==> config.mk <==
export PLATFORM = sky130hd
export DESIGN_NAME = snake_body_engine
export DESIGN_NICKNAME = d
export VERILOG_FILES = /design/src/rtl/snake_pkg.sv /design/src/rtl/snake_block_drawer.sv /design/src/rtl/snake_body_engine.sv
export SDC_FILE = /design/constraint.sdc
export NUM_CORES = 2
export LEC_CHECK = 0
export ABC_AREA = 1
export BUFFER_PORTS_ARGS = -buffer_cell sky130_fd_sc_hd__buf_2
export CORE_UTILIZATION = 50
export CTS_BUF_LIST = sky130_fd_sc_hd__clkbuf_4 sky130_fd_sc_hd__clkbuf_8
export DETAILED_ROUTE_END_ITERATION = 6
export MAX_ROUTING_LAYER = met4
export PLACE_DENSITY = 0.68
export REMOVE_ABC_BUFFERS = 1
export SYNTH_ARGS = -nofsm -noshare
export SYNTH_HDL_FRONTEND = slang
export SYNTH_HIERARCHICAL = 1
export SYNTH_SLANG_ARGS = --single-unit
==> constraint.sdc <==
create_clock -name clk -period 4.4 [get_ports clk]
set_input_delay 0.88 -clock clk [delete_from_list [all_inputs] [get_ports clk]]
set_output_delay 0.88 -clock clk [all_outputs]
set_load 0.05 [all_outputs]
==> src/rtl/snake_pkg.sv <==
// Shared encodings for the snake body engine: directions, colours and FSM states.
package snake_pkg;
    localparam logic [1:0] DIR_UP    = 2'd0;
    localparam logic [1:0] DIR_RIGHT = 2'd1;
    localparam logic [1:0] DIR_DOWN  = 2'd2;
    localparam logic [1:0] DIR_LEFT  = 2'd3;

    localparam logic [2:0] BLACK    = 3'b000;
    localparam logic [2:0] HEAD_DEF = 3'b100;

    typedef enum logic [2:0] {
        INIT_DRAW, IDLE, CHECK, ERASE, SHIFT, NECK, HEAD, DEAD
    } state_t;
endpackage

==> src/rtl/snake_block_drawer.sv <==
// Streams one BLK x BLK block as pixels, x-fastest, over a valid/ready handshake.
module snake_block_drawer #(
    parameter int X_W = 8,
    parameter int Y_W = 7,
    parameter int BLK = 2
) (
    input  logic           clk,
    input  logic           rst,
    input  logic           start,
    input  logic [X_W-1:0] base_x,
    input  logic [Y_W-1:0] base_y,
    input  logic [2:0]     colour,
    input  logic           pix_ready,
    output logic           pix_valid,
    output logic [X_W-1:0] pix_x,
    output logic [Y_W-1:0] pix_y,
    output logic [2:0]     pix_colour,
    output logic           done
);
    localparam int B  = $clog2(BLK);
    localparam int CW = (B == 0) ? 1 : 2 * B;
    localparam logic [CW-1:0] LAST = CW'(BLK * BLK - 1);

    logic [CW-1:0]  cnt;
    logic [X_W-1:0] bx;
    logic [Y_W-1:0] by;
    logic [2:0]     col;
    logic           active;

    // A start on the same cycle as done chains the next block without a gap.
    always_ff @(posedge clk or negedge rst) begin
        if (!rst) begin
            active <= 1'b0;
            cnt    <= '0;
            bx     <= '0;
            by     <= '0;
            col    <= '0;
        end else if (start) begin
            active <= 1'b1;
            cnt    <= '0;
            bx     <= base_x;
            by     <= base_y;
            col    <= colour;
        end else if (active && pix_ready) begin
            if (cnt == LAST) active <= 1'b0;
            else             cnt    <= cnt + CW'(1);
        end
    end

    assign pix_valid  = active;
    assign pix_colour = col;
    assign pix_x      = bx + X_W'(32'(cnt) & (BLK - 1));
    assign pix_y      = by + Y_W'(32'(cnt) >> B);
    assign done       = active && pix_ready && (cnt == LAST);
endmodule

==> src/rtl/snake_body_engine.sv <==
// Snake body store and per-tick move sequencer: steer, collide, grow, erase tail, redraw neck/head.
module snake_body_engine import snake_pkg::*; #(
    parameter int         X_W         = 8,
    parameter int         Y_W         = 7,
    parameter int         MAX_LEN     = 64,
    parameter int         INIT_LEN    = 3,
    parameter int         BLK         = 2,
    parameter int         X_MAX       = 159,
    parameter int         Y_MAX       = 119,
    parameter int         START_X     = 40,
    parameter int         START_Y     = 60,
    parameter int         WRAP        = 1,
    parameter logic [2:0] HEAD_COLOUR = HEAD_DEF
) (
    input  logic                           clk,
    input  logic                           rst,
    input  logic                           go,
    input  logic [1:0]                     dir,
    input  logic                           grow,
    input  logic [2:0]                     body_colour,
    input  logic                           pix_ready,
    output logic                           pix_valid,
    output logic [X_W-1:0]                 pix_x,
    output logic [Y_W-1:0]                 pix_y,
    output logic [2:0]                     pix_colour,
    output logic                           busy,
    output logic                           dead,
    output logic [$clog2(MAX_LEN+1)-1:0]   length,
    output logic [X_W-1:0]                 head_x,
    output logic [Y_W-1:0]                 head_y
);
    localparam int LW = $clog2(MAX_LEN + 1);
    localparam int IW = $clog2(MAX_LEN);

    state_t         state, state_nx;
    logic [X_W-1:0] px [MAX_LEN];
    logic [Y_W-1:0] py [MAX_LEN];
    logic [LW-1:0]  len, idx, lim;
    logic [IW-1:0]  idx_i, tail_i, ini_i;
    logic [1:0]     cur_dir, nd;
    logic           grow_pend, grow_now, accept, match, off;
    logic [X_W-1:0] nh_x, nx;
    logic [Y_W-1:0] nh_y, ny;
    logic [X_W:0]   x_inc;
    logic [Y_W:0]   y_inc;
    logic           d_start, d_done;
    logic [X_W-1:0] d_x;
    logic [Y_W-1:0] d_y;
    logic [2:0]     d_col;

    assign idx_i  = idx[IW-1:0];
    assign tail_i = IW'(len - LW'(1));
    assign ini_i  = d_done ? idx_i + IW'(1) : idx_i;
    // The tail vacates this tick unless growing, so it is not a collision target.
    assign lim    = grow_now ? len - LW'(1) : len - LW'(2);
    assign match  = (px[idx_i] == nh_x) && (py[idx_i] == nh_y);
    assign accept = (state == IDLE) && go;
    assign nd     = (dir == (cur_dir ^ 2'd2)) ? cur_dir : dir;
    assign x_inc  = {1'b0, px[0]} + (X_W+1)'(BLK);
    assign y_inc  = {1'b0, py[0]} + (Y_W+1)'(BLK);

    always_comb begin
        nx  = px[0];
        ny  = py[0];
        off = 1'b0;
        case (nd)
            DIR_RIGHT: if (x_inc > (X_W+1)'(X_MAX)) begin off = 1'b1; nx = '0; end
                       else nx = x_inc[X_W-1:0];
            DIR_LEFT:  if (px[0] < X_W'(BLK)) begin off = 1'b1; nx = X_W'(X_MAX - BLK + 1); end
                       else nx = px[0] - X_W'(BLK);
            DIR_DOWN:  if (y_inc > (Y_W+1)'(Y_MAX)) begin off = 1'b1; ny = '0; end
                       else ny = y_inc[Y_W-1:0];
            DIR_UP:    if (py[0] < Y_W'(BLK)) begin off = 1'b1; ny = Y_W'(Y_MAX - BLK + 1); end
                       else ny = py[0] - Y_W'(BLK);
        endcase
    end

    always_ff @(posedge clk or negedge rst) begin
        if (!rst) state <= INIT_DRAW;
        else      state <= state_nx;
    end

    always_comb begin
        state_nx = state;
        d_start  = 1'b0;
        d_x      = px[0];
        d_y      = py[0];
        d_col    = body_colour;
        case (state)
            INIT_DRAW: begin
                if (d_done && idx == len - LW'(1)) state_nx = IDLE;
                else if (!pix_valid || d_done) begin
                    d_start = 1'b1;
                    d_x     = px[ini_i];
                    d_y     = py[ini_i];
                    d_col   = (ini_i == '0) ? HEAD_COLOUR : body_colour;
                end
            end
            IDLE: if (go) state_nx = (off && WRAP == 0) ? DEAD : CHECK;
            CHECK: begin
                if (lim != '0 && match) state_nx = DEAD;
                else if (lim == '0 || idx == lim) begin
                    if (grow_now) state_nx = SHIFT;
                    else begin
                        state_nx = ERASE;
                        d_start  = 1'b1;
                        d_x      = px[tail_i];
                        d_y      = py[tail_i];
                        d_col    = BLACK;
                    end
                end
            end
            ERASE: if (d_done) state_nx = SHIFT;
            // The neck block is the pre-shift head, latched by the drawer on this edge.
            SHIFT: begin
                state_nx = NECK;
                d_start  = 1'b1;
            end
            NECK: if (d_done) begin
                state_nx = HEAD;
                d_start  = 1'b1;
                d_x      = nh_x;
                d_y      = nh_y;
                d_col    = HEAD_COLOUR;
            end
            HEAD: if (d_done) state_nx = IDLE;
            default: state_nx = DEAD;
        endcase
    end

    always_ff @(posedge clk or negedge rst) begin
        if (!rst) begin
            for (int i = 0; i < MAX_LEN; i++) begin
                px[i] <= X_W'(START_X - i * BLK);
                py[i] <= Y_W'(START_Y);
            end
            len       <= LW'(INIT_LEN);
            idx       <= '0;
            cur_dir   <= DIR_RIGHT;
            grow_pend <= 1'b0;
            grow_now  <= 1'b0;
            nh_x      <= '0;
            nh_y      <= '0;
        end else begin
            if (grow && state != DEAD) grow_pend <= 1'b1;
            else if (accept)           grow_pend <= 1'b0;
            if (accept) begin
                grow_now <= grow_pend;
                cur_dir  <= nd;
                nh_x     <= nx;
                nh_y     <= ny;
                idx      <= LW'(1);
            end
            if ((state == INIT_DRAW && d_done) || state == CHECK) idx <= idx + LW'(1);
            if (state == SHIFT) begin
                for (int i = 1; i < MAX_LEN; i++) begin
                    px[i] <= px[i-1];
                    py[i] <= py[i-1];
                end
                px[0] <= nh_x;
                py[0] <= nh_y;
                if (grow_now && len < LW'(MAX_LEN)) len <= len + LW'(1);
            end
        end
    end

    snake_block_drawer #(.X_W(X_W), .Y_W(Y_W), .BLK(BLK)) u_drawer (
        .clk        (clk),
        .rst        (rst),
        .start      (d_start),
        .base_x     (d_x),
        .base_y     (d_y),
        .colour     (d_col),
        .pix_ready  (pix_ready),
        .pix_valid  (pix_valid),
        .pix_x      (pix_x),
        .pix_y      (pix_y),
        .pix_colour (pix_colour),
        .done       (d_done)
    );

    assign busy   = !(state == IDLE || state == DEAD);
    assign dead   = (state == DEAD);
    assign length = len;
    assign head_x = px[0];
    assign head_y = py[0];
endmodule

# Word level (Yosys, flattened, before mapping)
# Index checks and enable logic that the tools add are counted.
# word_totals
ramBits	0
romBits	0
out_inout_bits	43
memories	0
latchBits	0
ff_bits	1017
# classes
n_addsub	12
n_mux	75
reduce_logical	28
multipliers	0
magnitude_cmp	8
div	0
n_shift	0
eq_ne	24
bitwise_logic	4
# ops
cell	count
binary-select mux 8 bit (select 6 bit)	3
binary-select mux 7 bit (select 6 bit)	3
2-to-1 mux 7 bit	17
2-to-1 mux 8 bit	14
2-to-1 mux 3 bit	15
one-hot mux 8 bit (3 select lines)	1
equality test 7 bit	3
>= comparator 7 bit (second input constant)	3
NOT 6 -> 7 bit	3
one-hot mux 3 bit (7 select lines)	1
one-hot mux 7 bit (3 select lines)	1
one-hot mux 8 bit (2 select lines)	1
adder 7 x 1 -> 7 bit (second input constant)	2
one-hot mux 7 bit (2 select lines)	1
subtractor 7 x 2 -> 7 bit (second input constant)	2
equality test 3 bit (second input constant)	4
!= test 2 bit (second input constant)	6
2-to-1 mux 1 bit	11
adder 8 x 2 -> 9 bit (second input constant)	1
> comparator 9 x 8 -> 1 bit (second input constant)	1
logical AND 1 bit	9
one-hot mux 3 bit (3 select lines)	1
adder 7 x 2 -> 8 bit (second input constant)	1
adder 8 x 1 -> 8 bit	1
30 further kinds	46

# Depth between registers and ports, before layout
# logic_depth
ltp_word	11
mapped_depth	28

# Modules after synthesis
# The synthesis kept the hierarchy.
# modules_own_cells
mod	seq_area_each_um2	area_per_inst_um2	n_inst	cells_per_inst
snake_body_engine	25542.0	68137.8	1	10235
snake_block_drawer	525.5	1092.3	1	140

# Worst setup path after synthesis
# OpenSTA, ideal clock, no wires.
# synth_timing
kind	register to register
startpoint	register len[0], in the netlist length[0]
endpoint	register u_drawer.bx[5]
path_buffers	8
t_required_ps	4279
slack_ps	615
stages_incl_launch_ff	20
synth_period_minus_slack_ps	3785
t_arrival_ps	3664
path_cell_list	dfstp_2 -> buf_2 -> inv_1 -> buf_2 -> buf_2 -> clkbuf_1 -> ha_1 -> clkbuf_1 -> o21a_1 -> xor2_1 -> nand3_1 -> nor3_1 -> nand4_1 -> nand2_1 -> clkbuf_1 -> nand3_1 -> o21bai_1 -> buf_4 -> buf_6 -> o21ai_1
# synth_via
word_cells_on_any_way	23
classes_between	add/sub: 2; eq/ne: 2; mux: 13; bitwise: 1; reduce/logical: 5
# synth_rtl
item	line	source
start: declaration	snake_body_engine.sv:38	logic [LW-1:0] len, idx, lim;
start signal: assignment	snake_body_engine.sv:137	len <= LW'(INIT_LEN);
start signal: assignment	snake_body_engine.sv:162	if (grow_now && len < LW'(MAX_LEN)) len <= len + LW'(1);
subtractor 7 x 1 -> 7 bit *	snake_body_engine.sv:55, snake_body_engine.sv:91	
named net tail_i[0]	snake_body_engine.sv:39	logic [IW-1:0] idx_i, tail_i, ini_i;
2-to-1 mux 7 bit	snake_body_engine.sv:55	assign lim = grow_now ? len - LW'(1) : len - LW'(2);
equality test 7 bit or zero test 7 bit (tied branches)	snake_body_engine.sv:102	else if (lim == '0 || idx == lim) begin
logical OR 1 bit	snake_body_engine.sv:102	
2-to-1 mux 1 bit	snake_body_engine.sv:102	
2-to-1 mux 1 bit	snake_body_engine.sv:101	if (lim != '0 && match) state_nx = DEAD;
one-hot mux 1 bit (4 select lines) *	snake_body_engine.sv:89	case (state)
named net d_start	snake_body_engine.sv:46	logic d_start, d_done;
end signal: assignment	snake_block_drawer.sv:41	bx <= base_x;
end: declaration	snake_block_drawer.sv:25	logic [X_W-1:0] bx;
# The timed path passes the listed nets; every way through them passes the cells marked *. The select of a mux whose other input is x is not followed.
# A chain may end at the register's enable or synchronous reset.

# Final worst setup path
# layout_timing
startpoint	register len[0], in the netlist length[0]
endpoint	register u_drawer.by[6]
# layout_via
elab_chain_cells	9
word_cells_on_any_way	23
classes_between	add/sub: 2; eq/ne: 2; mux: 13; bitwise: 1; reduce/logical: 5
# layout_rtl
item	line	source
subtractor 7 x 1 -> 7 bit	snake_body_engine.sv:55, snake_body_engine.sv:91	
NOT 6 -> 7 bit (implied by the code)	snake_body_engine.sv:108	d_y = py[tail_i];
binary-select mux 7 bit (select 6 bit)	snake_body_engine.sv:108	
2-to-1 mux 7 bit (implied by the code) (2 in a row)	snake_body_engine.sv:108	
2-to-1 mux 7 bit	snake_body_engine.sv:103	if (grow_now) state_nx = SHIFT;
2-to-1 mux 7 bit	snake_body_engine.sv:102	
2-to-1 mux 7 bit	snake_body_engine.sv:101	
one-hot mux 7 bit (3 select lines) *	snake_body_engine.sv:89	
named net d_y[6]	snake_body_engine.sv:48	logic [Y_W-1:0] d_y;
end signal: assignment	snake_block_drawer.sv:42	by <= base_y;
end: declaration	snake_block_drawer.sv:26	logic [Y_W-1:0] by;
# Marked as above.

==> reports/qor.yml <==
drt:
  wirelength_mm: 270
  vias: 74800
  wl_per_cell_um: 22.6
  drtAntennaViolNets: 0
  dr.pass1.iters: 7
  viasPerCell: 6.27
  dr.first_iter.drc_count: 10800
  drc: 0
synthesis:
  synth_area_um2: 69200
  synth-seq-cells: 1017
  synth.distinct_cells: 47
  ys_warn_count: 6
  synth_edf_count: 0
  ys.flop_type: "dfrtp_1"
  synth_cells: 10400
  syn_avg_cell_area_um2: 6.67
  yosysSeqAreaShare_pct: 37.7
  async_flop_share_pct: 100
setup_path:
  cp_common_cell: "nand3_1"
  cp.required_ns: 5.20
  path_max_fanout: 38
  reg2reg_depth: 18
  crit_chain: "inv_8 > ha_4 > inv_8 > buf_12 > a21oi_1 > o21ai_0 > nand3_1 > nand3_1 > nand3_1 > nand3_1 > a21oi_1 > o21ai_0 > o21ai_0 > nand2_1 > nand3_1 > nand4_1 > nand2_1 > o21ai_0"
  critPathArrivalTime_ns: 4.90
  cp-start-kind: "flop"
  critPathKind: "reg2reg"
  cpPeakStageDelay_ns: 0.71
  slowest_stage: "dfstp_4"
  critPathCaptureType: "flop"
die:
  die_y_um: 374
  io_pins: 53
  coreArea_um2: 137000
  initial_core_util_pct: 50.4
  rows: 136
  dieArea_um2: 140000
  die_w_um: 374
placement:
  port_buffers: 52
  gp_congestion: 0.959
  detailed_place_hpwl_mm: 156
timing:
  hold_violations: 0
  period_needed_ns: 4.10
  worst_pin_slew_ns: 1.11
  rsz0062_at_grt: "no"
  relSlewSlack_pct: 26.3
  finClkSkew_ns: 0.0596
  clock.fmax_mhz: 244
  setup_tns_ns: 0
  setup_viol: 0
  post-route-period-util_pct: 93.2
  final_max_slew_viol_count: 0
grt:
  grt_max_degree: 279
  grt_pass1_wl_mm: 412
  grt_pass1_vias: 69300
  grtUsageTotal_pct: 38.7
  grt_overflow_total: 0
  antenna_found_initial: 8
clock_network:
  htreeDepth: 4
  cts_made_buffers: 186
  cts_root_buf: "clkbuf_8"
  cts.clk_slew.worst_paths_ns: 0.06
  cts.sinks: 1017
  clk-insertion-delay-late_ns: 0.98
  clockBufferDepth: 3
  cts_tree: "done"
hold_path:
  hold_class: "in2reg"
  min_path_cells: 3
final_layout:
  synthToLayoutAreaGrowth_pct: 8.90
  drive_above_1_share_pct: 12.1
  most-common-layout-cells: "nand2_1 (2280), o21ai_0 (2040), nand3_1 (1473)"
  final_nets: 10000
  final_common_cell: "nand2_1"
  register_area_um2: 26100
  postLayoutCoreUtil_pct: 54.8
  multi_input_area_um2: 35500
  fillers: 13400
pwr:
  p_leak_nw: 30.8
  power_density_nw_per_um2: 853
  ir_drop_mv: 1.06
outcome:
  status: "finished clean"
run:
  maxCapViolCount: 0
==> worst max-delay path: cells and delay by family (launching register included) <==
kind / cells / cell delay [ns]
AND/OR/NAND/NOR: 8 / 1.03
AO/OA/AOI/OAI: 6 / 0.88
flip-flops: 1 / 0.71
buffers and inverters: 3 / 0.62
adder cells (fa/ha/maj): 1 / 0.60
==> cells in the mapped netlist (3+ instances only) <==
library cell | n | area [um2]
dfrtp_1 | 523 | 13100
inv_2 | 8 | 30.0
o211ai_1 | 176 | 1320
a22oi_1 | 6 | 45.0
nand4_1 | 23 | 144
buf_4 | 35 | 263
o21ai_0 | 2040 | 10200
a221oi_1 | 6 | 52.6
clkinv_1 | 7 | 26.3
buf_2 | 260 | 1300
nand2_2 | 5 | 31.3
buf_1 | 75 | 282
o22ai_1 | 38 | 238
a211oi_1 | 3 | 22.5
o221ai_1 | 128 | 1120
nand3_1 | 1473 | 7370
o31ai_1 | 4 | 30.0
nor2_1 | 429 | 1610
inv_1 | 1017 | 3820
xnor2_1 | 6 | 52.6
o211ai_2 | 18 | 225
ha_1 | 16 | 200
a21oi_1 | 670 | 3350
buf_6 | 17 | 191
xor2_1 | 37 | 324
dfstp_2 | 494 | 13000
nor3_1 | 12 | 60.1
o21ai_1 | 23 | 115
clkbuf_1 | 521 | 1960
nand2_1 | 2282 | 8570
==> report_power, final <==
group          switching (mW)  internal, mW  total (mW)
Sequential               1.24          10.9        12.2
Clock                    4.49          5.79        10.3
Combinational            30.3          11.5        41.8
Total                    36.0          28.2        64.3
==> worst paths after layout <==
path                                               to  slack (ns)             startpoint
hold reg to reg                   py[404]$_DFFE_PN1P_        0.46    py[411]$_DFFE_PN1P_
hold / removal                  grow_pend$_DFFE_PN0P_        0.29                   grow
max in group asynchronous          py[75]$_DFFE_PN1P_        2.63                    rst
setup / recovery           u_drawer/by[6]$_DFFE_PN0P_        0.30  length[0]$_DFFE_PN1P_
min in group asynchronous         py[175]$_DFFE_PN0P_        0.60                    rst
setup reg to reg           u_drawer/by[6]$_DFFE_PN0P_        0.30  length[0]$_DFFE_PN1P_
==> layer usage <==
metal / vias to the layer above / share of wire (%) / global-route usage (%)
met2: 4972 / 42 / 55.0
met1: 34900 / 40 / 51.3
met5: - / 0 / -
met4: 0 / 5.2 / 19.7
li1: 34000 / - / -
met3: 985 / 13 / 9.30
==> timing repair <==
action / in CTS / in global routing
resized for setup: 0 / 1
endpoints found under the hold margin: 29 / 0
buffers inserted: 0 / 0
setup endpoints to repair: 0 / 1
hold buffers: 1 / 0
==> logic make-up after synthesis <==
logic type,count (synthesis),synth area share (%)
AO/OA/AOI/OAI,3125,24.3
adder cells (fa/ha/maj),16,0.289
flip-flops,1017,37.7
buffers and inverters,1941,11.4
XOR/XNOR,45,0.591
AND/OR/NAND/NOR,4230,25.8
multiplexers,1,0.0145
==> sequential cells by signal, indices dropped and copies added, names as in the netlist <==
name	cells
nh_y	7
state	3
u_drawer/bx	8
u_drawer/cnt	2
u_drawer/by	7
head_y	7
cur_dir	2
py	441
grow_now	1
grow_pend	1
idx	7
u_drawer/pix_valid	1
nh_x	8
u_drawer/pix_colour	3
px	504
head_x	8
length	7
==> stage by stage <==
step           cells  total power, mW  hold slack, ns  setup WS [ns]  cell area [um2]
2_1_floorplan   9467             31.2           0.446         -56.02            65200
3_3_place_gp   11600             51.9           0.458          0.396            71200
3_5_place_dp   11600             52.3           0.465          0.382            71200
4_1_cts        11900             62.7           0.204          0.337            75400
5_1_grt        11900             67.7           0.236          0.192            75400
6_report       11900             64.3           0.290          0.301            75400
==> cell type report <==
type / instances / area share [%]
clock inverter: 47 / 0.651
tap: 1794 / 2.98
sequential: 1017 / 34.6
antenna: 10 / 0.0332
multi-input combinational: 7417 / 47.0
clock buffer: 301 / 4.90
inverter: 1033 / 5.23
timing repair buffer: 319 / 4.58
Power figures use the tool's default switching activity.
